===== src/rtl/tx_block_scheduler_pkg.sv =====
// Shared symbol constants, sync-header codes, state encoding and beat helpers
// for the Gen3 Tx block scheduler.
package tx_block_scheduler_pkg;

    localparam logic [7:0] SKPGEN3 = 8'hAA;
    localparam logic [7:0] SKP_END = 8'hE1;
    localparam logic [7:0] TS1     = 8'h1E;
    localparam logic [7:0] TS2     = 8'h2D;
    localparam logic [7:0] EIEOS   = 8'h00;
    localparam logic [7:0] COM     = 8'd188;
    localparam logic [7:0] SKP     = 8'd28;

    localparam logic [1:0] SH_DATA = 2'b01;
    localparam logic [1:0] SH_OS   = 2'b10;
    localparam logic [1:0] SH_NONE = 2'b00;

    typedef enum logic [2:0] {
        ST_IDLE     = 3'd0,
        ST_G12      = 3'd1,
        ST_BLK_DATA = 3'd2,
        ST_BLK_OS   = 3'd3,
        ST_BLK_SKP  = 3'd4
    } state_e;

    // Unsupported widths fall back to 32 bits per beat.
    function automatic logic [4:0] bpb_from_width(input logic [5:0] pw);
        case (pw)
            6'd8:    return 5'd16;
            6'd16:   return 5'd8;
            default: return 5'd4;
        endcase
    endfunction

    function automatic logic [7:0] skp_symbol(input logic [5:0] idx);
        if (idx < 6'd12)       return SKPGEN3;
        else if (idx == 6'd12) return SKP_END;
        else                   return 8'h00;
    endfunction

endpackage


===== src/rtl/tx_block_scheduler_skp_gen.sv =====
// Combinational SKP ordered-set word for one beat, lowest symbol in the low byte.
module tx_skp_block_gen
    import tx_block_scheduler_pkg::*;
(
    input  logic [3:0]  beat_cnt_i,
    input  logic [5:0]  pipewidth_i,
    output logic [31:0] word_o
);

    logic [2:0] spb;
    logic [5:0] base;

    always_comb begin
        case (pipewidth_i)
            6'd8:    begin spb = 3'd1; base = {2'b00, beat_cnt_i};       end
            6'd16:   begin spb = 3'd2; base = {1'b0, beat_cnt_i, 1'b0};  end
            default: begin spb = 3'd4; base = {beat_cnt_i, 2'b00};       end
        endcase
    end

    for (genvar k = 0; k < 4; k++) begin : g_lane
        assign word_o[8*k +: 8] = (3'(k) < spb) ? skp_symbol(base + 6'(k)) : 8'h00;
    end

endmodule


===== src/rtl/tx_block_scheduler.sv =====
// 128b/130b block sequencer (SKP / ordered set / data) with a Gen1/2 per-beat
// arbiter fallback; every output is registered.
module tx_block_scheduler
    import tx_block_scheduler_pkg::*;
#(
    parameter int SKP_INTERVAL = 370,
    parameter int CNT_W        = 9
) (
    input  logic        clk,
    input  logic        reset,
    input  logic [5:0]  PIPEWIDTH,
    input  logic [2:0]  GEN,
    input  logic        link_up,
    input  logic        data_valid,
    input  logic [31:0] data_in,
    output logic        data_ready,
    input  logic        os_valid,
    input  logic [31:0] os_data,
    output logic        os_ready,
    output logic [31:0] tx_data,
    output logic        tx_valid,
    output logic [1:0]  syncHeader,
    output logic        block_start,
    output logic        turnOff,
    output logic        skp_sent
);

    state_e           state_q, state_d, blk_state;
    logic [3:0]       beat_cnt_q, beat_cnt_d;
    logic [4:0]       bpb_q, bpb_d, bpb_cur;
    logic [5:0]       pw_q, pw_d, pw_cur;
    logic [CNT_W-1:0] skp_cnt_q, skp_cnt_d;
    logic             skp_pending_q, skp_pending_d;
    logic             at_bound, last_beat;
    logic [31:0]      skp_word;

    logic [31:0] tx_data_q, tx_data_d;
    logic [1:0]  sh_q, sh_d;
    logic        tx_valid_q, tx_valid_d, bs_q, bs_d, off_q, off_d;
    logic        skp_sent_q, skp_sent_d, dr_q, dr_d, or_q, or_d;

    // IDLE and G12 park beat_cnt at 0, so every cycle there is a boundary.
    assign at_bound  = (beat_cnt_q == 4'd0);
    assign pw_cur    = at_bound ? PIPEWIDTH : pw_q;
    assign bpb_cur   = at_bound ? bpb_from_width(PIPEWIDTH) : bpb_q;
    assign last_beat = ({1'b0, beat_cnt_q} == (bpb_cur - 5'd1));

    tx_skp_block_gen u_skp_gen (
        .beat_cnt_i  (beat_cnt_q),
        .pipewidth_i (pw_cur),
        .word_o      (skp_word)
    );

    always_comb begin
        blk_state = state_q;
        if (at_bound) begin
            if (!link_up)           blk_state = ST_IDLE;
            else if (GEN < 3'd3)    blk_state = ST_G12;
            else if (skp_pending_q) blk_state = ST_BLK_SKP;
            else if (os_valid)      blk_state = ST_BLK_OS;
            else                    blk_state = ST_BLK_DATA;
        end
    end

    always_comb begin
        state_d       = blk_state;
        beat_cnt_d    = 4'd0;
        bpb_d         = bpb_cur;
        pw_d          = pw_cur;
        skp_cnt_d     = skp_cnt_q;
        skp_pending_d = skp_pending_q;
        tx_data_d     = '0;
        tx_valid_d    = 1'b0;
        sh_d          = SH_NONE;
        bs_d          = 1'b0;
        off_d         = 1'b0;
        skp_sent_d    = 1'b0;
        dr_d          = 1'b0;
        or_d          = 1'b0;
        case (blk_state)
            ST_IDLE: begin
                skp_cnt_d     = '0;
                skp_pending_d = 1'b0;
            end
            ST_G12: begin
                tx_valid_d = 1'b1;
                if (os_valid) begin
                    or_d      = 1'b1;
                    off_d     = 1'b1;
                    tx_data_d = os_data;
                end else if (data_valid) begin
                    dr_d      = 1'b1;
                    tx_data_d = data_in;
                end
            end
            default: begin
                tx_valid_d = 1'b1;
                bs_d       = at_bound;
                if (at_bound) sh_d = (blk_state == ST_BLK_DATA) ? SH_DATA : SH_OS;
                beat_cnt_d = last_beat ? 4'd0 : beat_cnt_q + 4'd1;
                case (blk_state)
                    ST_BLK_DATA: begin
                        dr_d      = 1'b1;
                        tx_data_d = data_valid ? data_in : '0;
                    end
                    ST_BLK_OS: begin
                        or_d      = 1'b1;
                        tx_data_d = os_valid ? os_data : '0;
                    end
                    default: begin
                        tx_data_d  = skp_word;
                        skp_sent_d = at_bound;
                        if (at_bound) skp_pending_d = 1'b0;
                    end
                endcase
                // SKP blocks themselves do not count toward the interval.
                if (last_beat && blk_state != ST_BLK_SKP) begin
                    if (skp_cnt_q == CNT_W'(SKP_INTERVAL - 1)) begin
                        skp_pending_d = 1'b1;
                        skp_cnt_d     = '0;
                    end else begin
                        skp_cnt_d = skp_cnt_q + CNT_W'(1);
                    end
                end
            end
        endcase
    end

    always_ff @(posedge clk) begin
        if (reset) begin
            state_q       <= ST_IDLE;
            beat_cnt_q    <= 4'd0;
            bpb_q         <= 5'd4;
            pw_q          <= 6'd32;
            skp_cnt_q     <= '0;
            skp_pending_q <= 1'b0;
            tx_data_q     <= '0;
            tx_valid_q    <= 1'b0;
            sh_q          <= SH_NONE;
            bs_q          <= 1'b0;
            off_q         <= 1'b0;
            skp_sent_q    <= 1'b0;
            dr_q          <= 1'b0;
            or_q          <= 1'b0;
        end else begin
            state_q       <= state_d;
            beat_cnt_q    <= beat_cnt_d;
            bpb_q         <= bpb_d;
            pw_q          <= pw_d;
            skp_cnt_q     <= skp_cnt_d;
            skp_pending_q <= skp_pending_d;
            tx_data_q     <= tx_data_d;
            tx_valid_q    <= tx_valid_d;
            sh_q          <= sh_d;
            bs_q          <= bs_d;
            off_q         <= off_d;
            skp_sent_q    <= skp_sent_d;
            dr_q          <= dr_d;
            or_q          <= or_d;
        end
    end

    assign tx_data     = tx_data_q;
    assign tx_valid    = tx_valid_q;
    assign syncHeader  = sh_q;
    assign block_start = bs_q;
    assign turnOff     = off_q;
    assign skp_sent    = skp_sent_q;
    assign data_ready  = dr_q;
    assign os_ready    = or_q;

endmodule


===== config.mk =====
export PLATFORM = sky130hd
export DESIGN_NAME = tx_block_scheduler
export DESIGN_NICKNAME = d
export VERILOG_FILES = /design/src/rtl/tx_block_scheduler_pkg.sv /design/src/rtl/tx_block_scheduler_skp_gen.sv /design/src/rtl/tx_block_scheduler.sv
export SDC_FILE = /design/constraint.sdc
export NUM_CORES = 1
export LEC_CHECK = 0
export CORE_MARGIN = 1
export CORE_UTILIZATION = 45
export DETAILED_ROUTE_END_ITERATION = 16
export PLACE_DENSITY = 0.87
export SLEW_MARGIN = 10
export SYNTH_ARGS = -nofsm -noshare
export SYNTH_HDL_FRONTEND = slang
export SYNTH_HIERARCHICAL = 1
export SYNTH_SLANG_ARGS = --single-unit

===== constraint.sdc =====
create_clock -name clk -period 4.78 [get_ports clk]
set_clock_uncertainty 0.15 [all_clocks]
set_input_delay 0.478 -clock clk [delete_from_list [all_inputs] [get_ports clk]]
set_output_delay 0.478 -clock clk [all_outputs]
set_load 0.005 [all_outputs]

==> metrics.log, run 1 <==
[metrics] post-synthesis cell area: 4630 um^2
[metrics] shortest period the worst path allows: 4400 ps
[metrics] total of warnings raised by yosys: 6
[metrics] register bit total from synthesis: 68
[metrics] unrepaired setup endpoints after global routing: no
[metrics] Final GP Congestion: 0.810
[metrics] number of detailed-routing iterations run before antenna repair: 5
[metrics] CP max FO: 9
[metrics] global-route track usage on met2: 0.423
[metrics] Final nets: 789
[metrics] number of antenna-violating nets in the routed design: 0
[metrics] kind of end point of the critical path: register
[metrics] grt ovf: 0
[metrics] cell family contributing the most delay on the critical path: simple AND/OR/NAND/NOR gates
[metrics] clock tree from TritonCTS: yes
[metrics] via count: 4,932
[metrics] switching share of power: 0.327
[metrics] clock power share: 0.312
[metrics] drt via density: 5.87
[metrics] Slew Limit Fails: 0
[metrics] library cells used by synthesis: 70
[metrics] Final setup violation count: 0
[metrics] leakage power total: 2.18 nW
[metrics] setup ws final: 375 ps
[metrics] Storage cell area: 1360 um^2
[metrics] type of the tightest min-delay check: in -> reg
[metrics] Critical Path Source Type: register
[metrics] aggregate negative setup slack: 0 ps
[metrics] Avg Synthesized Cell Area: 7.44 um^2
[metrics] global-route met1 utilization: 0.315
[metrics] standard cell area after detailed placement: 5720 um^2
[metrics] area used by multi-input combinational logic: 2870 um^2
[metrics] Remaining DRCs: 0
[metrics] die boundary height: 103 um
[metrics] Filler Cell Count: 836
[metrics] final core utilization: 0.604
[metrics] CTS root buffer: clkbuf_8
[metrics] CP max-delay cell: or4_4
[metrics] number of H-tree branching levels: 3
[metrics] number of synthesized flops with an enable pin: 0
[metrics] wire length of the first global-routing pass: 21,200 um
[metrics] CTS clk-pin slew, worst paths: 80 ps
[metrics] Syn-to-layout area delta: 28.7%
[metrics] maximum number of buffers from clock root to sink: 2
[metrics] worst hold slack: 260 ps
[metrics] setup slack at placement: 333 ps
[metrics] internal power: 1.19 mW
[metrics] portion of total power attributed to combinational logic: 0.324
[metrics] floorplan core area: 9860 um^2
[metrics] antenna violations before repair: 0
[metrics] Die Area: 10,700 um^2
[metrics] Async SR Flop Fraction: 0
[metrics] biggest area consumer among synthesized cells: dfxtp_1
[metrics] most numerous cell types in the synthesized netlist: nand2_1 (73), dfxtp_1 (68), nor2_1 (56)
[metrics] post-DP HPWL: 9610 um
[metrics] result of the run: finished clean
[metrics] Largest stage delay, worst path: 540 ps
[metrics] wire length reported by the detailed router: 13,500 um
[metrics] buffers and inverters on the worst path: 2
[metrics] maximum vdd ir drop: 0.000140 V
[metrics] total global routing track utilization: 0.255
[metrics] maximum clock frequency: 227 MHz
[metrics] ratio of cells with drive above 1 in the final layout: 0.0892
[metrics] count of standard-cell rows: 36
[metrics] commonest register cell after synthesis: dfxtp_1
[metrics] hold violation total from the final report: 0
[metrics] Synth area leaders: dfxtp_1 (29%), nand2_1 (5.9%), a21oi_1 (5.6%)
[metrics] start-to-end type of the worst setup path: reg -> reg
[metrics] transition time at the pin with the least slew margin: 915 ps
[metrics] number of clock buffers inserted by TritonCTS: 9
[metrics] # hold bufs at CTS: 0
[metrics] Max-Slew Margin vs Limit: 0.390
[metrics] area of all placed cells without fillers: 5960 um^2
[metrics] Sequential Power Share: 0.365
[metrics] largest net degree at the start of global routing: 97
[metrics] wire length per cell after detailed routing: 16.1 um
[metrics] number of global-route vias before repair: 4,591
[metrics] most instantiated library cell after synthesis: nand2_1
[metrics] chip width: 103 um
[metrics] first-iteration detailed-routing DRC count: 291
[metrics] most used routing layer in global routing: met2
[metrics] sequential area share after synthesis: 0.294
[metrics] Initial Utilization: 0.469
[metrics] I/O pins: 118
[metrics] Req. time, crit path: 4910 ps
[metrics] met3 track utilization from global routing: 0.0356
[metrics] Cell Pwr Density: 296 nW/um^2
[metrics] gate count after technology mapping: 622
[metrics] # clock sinks: 68
[metrics] insertion delay of the later-clocked pin in the worst-skew pair: 360 ps
[metrics] crit path DAT: 4540 ps
[metrics] power spent charging and discharging nets: 0.576 mW
[metrics] area fraction of the dominant cell type after synthesis: 0.294
[metrics] worst path cell trace: inv_1, ha_1, or3b_1, nand2_1, nand2_1, or4_4, nor2_1, inv_1, ha_2, a22o_4, ha_2, or3_1, a311o_1, a21oi_2, o21ai_0, o22ai_1
[metrics] period utilization: 0.921
[metrics] Buffers on Ports: 117
[metrics] max_cap viols: 0
power groups by stage:
stage | sequential, mW | clock, mW | combinational [mW]
3_5_place_dp | 0.657 | 0 | 0.562
6_report | 0.643 | 0.550 | 0.571
3_3_place_gp | 0.655 | 0 | 0.548
2_1_floorplan | 0.662 | 0 | 0.349
4_1_cts | 0.643 | 0.556 | 0.565
5_1_grt | 0.648 | 0.578 | 0.625
cells by family (layout without fill, tap and decap cells):
family | count (synthesis) | after routing | share of synthesized area
simple gates | 234 | 234 | 0.252
compound gates | 211 | 211 | 0.297
buf+inv | 84 | 159 | 0.101
flops | 68 | 68 | 0.294
xor+xnor | 13 | 13 | 0.0246
fa+ha+maj | 10 | 10 | 0.0270
other cells | 1 | 11 | 0.000810
mux | 1 | 1 | 0.00243
metal layers:
metal | share of wire | routed length [um]
met1 | 0.43 | 5840
met2 | 0.48 | 6510
met3 | 0.050 | 679
met4 | 0.034 | 459
met5 | 0 | 0
placed cells by master, fill, tap and decap left out, types with 3 or more instances in the layout:
cell,count
or3_1,4
clkinv_4,3
a21boi_0,3
a211o_1,3
a22o_1,4
o21ai_1,26
clkbuf_8,9
and3_1,3
nor2b_1,4
o22ai_1,34
a21oi_1,52
nand2_1,73
nor3b_1,6
inv_1,9
buf_4,17
a21o_1,5
xor2_1,7
ha_1,8
o21ai_0,16
and2_1,5
nor3_1,10
nand3b_1,6
dfxtp_1,67
xnor2_1,6
nor2_1,56
nand4_1,3
o211ai_1,34
a31oi_1,5
conb_1,10
nand3_1,40
clkdlybuf4s50_1,116
nand4b_1,4
o21bai_1,3
worst reg2reg max path: stages (launching register included):
cell and delay [ps]:
dfxtp_2 320, inv_1 90, ha_1 160, or3b_1 470
nand2_1 130, nand2_1 80, or4_4 540, nor2_1 160
inv_1 80, ha_2 260, a22o_4 300, ha_2 230
or3_1 420, a311o_1 400, a21oi_2 230, o21ai_0 140
o22ai_1 170
layout make-up:
class | instances | share of cell area
Tap cell | 133 | 0.0279
Sequential cell | 68 | 0.229
Timing Repair Buffer | 134 | 0.217
Clock buffer | 9 | 0.0208
Multi-Input combinational cell | 479 | 0.482
Antenna cell | 1 | 0.000420
Inverter | 9 | 0.00567
Clock inverter | 7 | 0.0168
metrics by stage:
step | std cells | power (mW)
finish | 840 | 1.76
global route | 839 | 1.85
CTS | 839 | 1.76
detailed placement | 823 | 1.22
global placement | 823 | 1.20
floorplan | 631 | 1.01
timing repair:
action,in CTS,in global routing
setup buffers,0,0
gates resized for setup,0,2
endpoints found under the setup margin,0,6
worst paths after layout:
| check | start | slack [ps] | endpoint | depth (start not counted) |
|---|---|---|---|---|
| max | beat_cnt_q[0] | 380 | tx_data[21] | 16 |
| min | os_valid | 260 | turnOff | 3 |
| max reg2reg | beat_cnt_q[0] | 380 | tx_data[21] | 16 |
| min reg2reg | pw_q[3] | 320 | pw_q[3] | 2 |
sequential cells by signal (all words and copies together), names as in the netlist:
register	flops
skp_sent	1
skp_pending_q	1
tx_data	32
state_q	3
turnOff	1
beat_cnt_q	4
syncHeader	2
tx_valid	1
pw_q	6
block_start	1
data_ready	1
bpb_q	5
os_ready	1
skp_cnt_q	9
No activity file was read; power rests on OpenSTA's default activity.
==> run 2: changes to the inputs <==
- CORE_MARGIN: 1 -> 2
==> run 2 against run 1 <==
Against the previous run: first-iteration DRC count increased by 4.8%; highest routed layer unchanged; die area grew 3.9%; count of clock-buffer cells in the layout rose by 2.
==> metrics.log, run 2 (synthesized netlist as in run 1, its figures left out) <==
[metrics] Final setup violation count: 0 (unchanged)
[metrics] instance count along the most critical hold path: 3 (unchanged)
[metrics] Critical Path Source Type: register (unchanged)
[metrics] maximum vdd ir drop: 0.000121 V (was 0.000140 V)
[metrics] aggregate negative setup slack: 0 ps (unchanged)
[metrics] Cell Pwr Density: 284 nW/um^2 (was 296 nW/um^2)
[metrics] first-iteration detailed-routing DRC count: 305 (was 291)
[metrics] Filler Cell Count: 860 (was 836)
[metrics] area of all placed cells without fillers: 5930 um^2 (was 5960 um^2)
[metrics] number of global-route vias before repair: 4,592 (was 4,591)
[metrics] maximum number of buffers from clock root to sink: 2 (unchanged)
[metrics] number of instances resized during post-cts repair: 0 (unchanged)
[metrics] critical hold path startpoint: os_valid (unchanged)
[metrics] count of cells along the worst register-to-register path: 17 (was 16)
[metrics] wire length of the first global-routing pass: 21,800 um (was 21,200 um)
[metrics] CP max-delay cell: or3b_1 (was or4_4)
[metrics] post-DP HPWL: 9600 um (was 9610 um)
[metrics] Final nets: 788 (was 789)
[metrics] kind of end point of the critical path: register (unchanged)
[metrics] ratio of cells with drive above 1 in the final layout: 0.0851 (was 0.0892)
[metrics] CTS clk-pin slew, worst paths: 80 ps (about the same)
[metrics] # clock sinks: 68 (unchanged)
[metrics] first element of the critical path: beat_cnt_q[0] (unchanged)
[metrics] antenna violations before repair: 1 (was 0)
[metrics] Largest stage delay, worst path: 440 ps (was 540 ps)
[metrics] CP max FO: 12 (was 9)
[metrics] number of H-tree branching levels: 3 (unchanged)
[metrics] buffers and inverters on the worst path: 2 (unchanged)
[metrics] total global routing track utilization: 0.239 (was 0.255)
[metrics] die boundary height: 105 um (was 103 um)
[metrics] wire length reported by the detailed router: 13,500 um (about the same)
[metrics] transition time at the pin with the least slew margin: 938 ps (was 915 ps)
[metrics] Remaining DRCs: 0 (unchanged)
[metrics] clock tree from TritonCTS: yes (unchanged)
[metrics] standard cell area after detailed placement: 5720 um^2 (about the same)
[metrics] largest net degree at the start of global routing: 97 (unchanged)
[metrics] hold violation total from the final report: 0 (unchanged)
[metrics] maximum clock frequency: 225 MHz (was 227 MHz)
[metrics] Syn-to-layout area delta: 28.2% (was 28.7%)
[metrics] Req. time, crit path: 4910 ps (about the same)
[metrics] Slew Limit Fails: 0 (unchanged)
[metrics] # hold bufs at CTS: 0 (unchanged)
[metrics] number of antenna-violating nets in the routed design: 0 (unchanged)
[metrics] CP dominant cell by count: nand2_1
[metrics] Max-Slew Margin vs Limit: 0.375 (was 0.390)
[metrics] type of the tightest min-delay check: in -> reg (unchanged)
[metrics] number of clock buffers inserted by TritonCTS: 9 (unchanged)
[metrics] period utilization: 0.931 (was 0.921)
[metrics] max FFs per register: 32 (unchanged)
[metrics] CTS root buffer: clkbuf_8 (unchanged)
[metrics] count of standard-cell rows: 37 (was 36)
[metrics] most common cell after layout, fill and taps aside: clkdlybuf4s50_1 (unchanged)
[metrics] drt via density: 5.80 (was 5.87)
[metrics] shortest period the worst path allows: 4450 ps (was 4400 ps)
[metrics] I/O pins: 118 (unchanged)
[metrics] Worst Hold End: turnOff (unchanged)
[metrics] reg2reg setup slack: 330 ps (was 380 ps)
[metrics] grt ovf: 0 (unchanged)
[metrics] overall power of the completed layout: 1.69 mW (was 1.76 mW)
[metrics] insertion delay of the later-clocked pin in the worst-skew pair: 360 ps (about the same)
[metrics] leakage power total: 2.16 nW (was 2.18 nW)
[metrics] Buffers on Ports: 117 (unchanged)
[metrics] chip width: 105 um (was 103 um)
[metrics] cell family contributing the most delay on the critical path: simple AND/OR/NAND/NOR gates (unchanged)
[metrics] Die Area: 11,100 um^2 (was 10,700 um^2)
[metrics] worst path cell trace: inv_1, ha_1, or3b_1, buf_4, nand2_1, nand2_1, nor2b_2, nand2_1, ha_1, nor2_4, a22o_4, ha_4, or3_1, a311o_1, nor2_1, o21ai_1, o22ai_1 (was inv_1, ha_1, or3b_1, nand2_1, nand2_1, or4_4, nor2_1, inv_1, ha_2, a22o_4, ha_2, or3_1, a311o_1, a21oi_2, o21ai_0, o22ai_1)
[metrics] highest-count cells in the layout ignoring fill and taps: clkdlybuf4s50_1 (116), nand2_1 (73), dfxtp_1 (67) (unchanged)
[metrics] number of detailed-routing iterations run before antenna repair: 5 (unchanged)
[metrics] floorplan core area: 10,100 um^2 (was 9860 um^2)
[metrics] Final GP Congestion: 0.895 (was 0.810)
[metrics] number of setup buffers added after CTS: 0 (unchanged)
[metrics] crit path DAT: 4580 ps (was 4540 ps)
[metrics] reg-to-reg startpoint: beat_cnt_q[0] (unchanged)
[metrics] max_cap viols: 0 (unchanged)
[metrics] Initial Utilization: 0.456 (was 0.469)
[metrics] via count: 4,887 (was 4,932)
[metrics] Levels on crit path: 17 (was 16)
[metrics] result of the run: finished clean (unchanged)
[metrics] endpoint of the lowest-slack register-to-register path: tx_data[19] (was tx_data[21])
[metrics] start-to-end type of the worst setup path: reg -> reg (unchanged)
[metrics] wire length per cell after detailed routing: 16.0 um (was 16.1 um)
-- run 2: cell types whose count changed in the layout (fill, tap and decap cells not counted), moves of 2 or more --
| cell | delta |
|---|---|
| clkinv_4 | -3 |
| clkbuf_1 | +2 |
| clkinv_2 | +2 |
| ha_2 | -2 |
-- run 2: final cells by class --
cell class                 count  area, um^2  share of cell area
clock inverter                 5        52.6             0.00886
tap                          136         170              0.0287
antenna                        1        2.50            0.000422
sequential                    68        1360               0.230
timing repair buffer         133        1290               0.217
inverter                       9        33.8             0.00569
clock buffer                  11         131              0.0221
multi-input combinational    479        2890               0.488
-- run 2: worst max-delay path by stage --
| stage | end | slack [ps] |
|---|---|---|
| floorplan | tx_data[23] | 2 |
| global placement | tx_data[19] | 480 |
| detailed placement | tx_data[11] | 310 |
| CTS | tx_data[11] | 290 |
| global route | tx_data[11] | -20 |
| finish | tx_data[19] | 330 |
-- run 2: power by group --
part | internal, mW | switching (mW) | total, mW | leakage, nW
clock | 0.239 | 0.232 | 0.471 | 0.0931
sequential | 0.624 | 0.0248 | 0.648 | 0.557
combinational | 0.270 | 0.298 | 0.568 | 1.51
-- run 2: tightest hold or removal path, cell delays in order --
cell    delay (ps)
buf_2           90
inv_1           70
nor2_1         110
-- run 2: per-stage QoR --
step                setup WS [ps]  hold WS [ps]  instances  utilization
finish                        331           274        842        0.585
global route                -19.7           294        842        0.585
CTS                           290           271        841        0.582
detailed placement            314           316        825        0.564
global placement              479           302        825        0.564
floorplan                    2.18           294        631            -
-- run 2: per-layer routing --
metal	track usage	up-vias	share of wire
li1	-	2386	-
met2	0.381	175	0.48
met5	0	-	0
met4	0.126	0	0.034
met3	0.0365	41	0.052
met1	0.311	2285	0.43
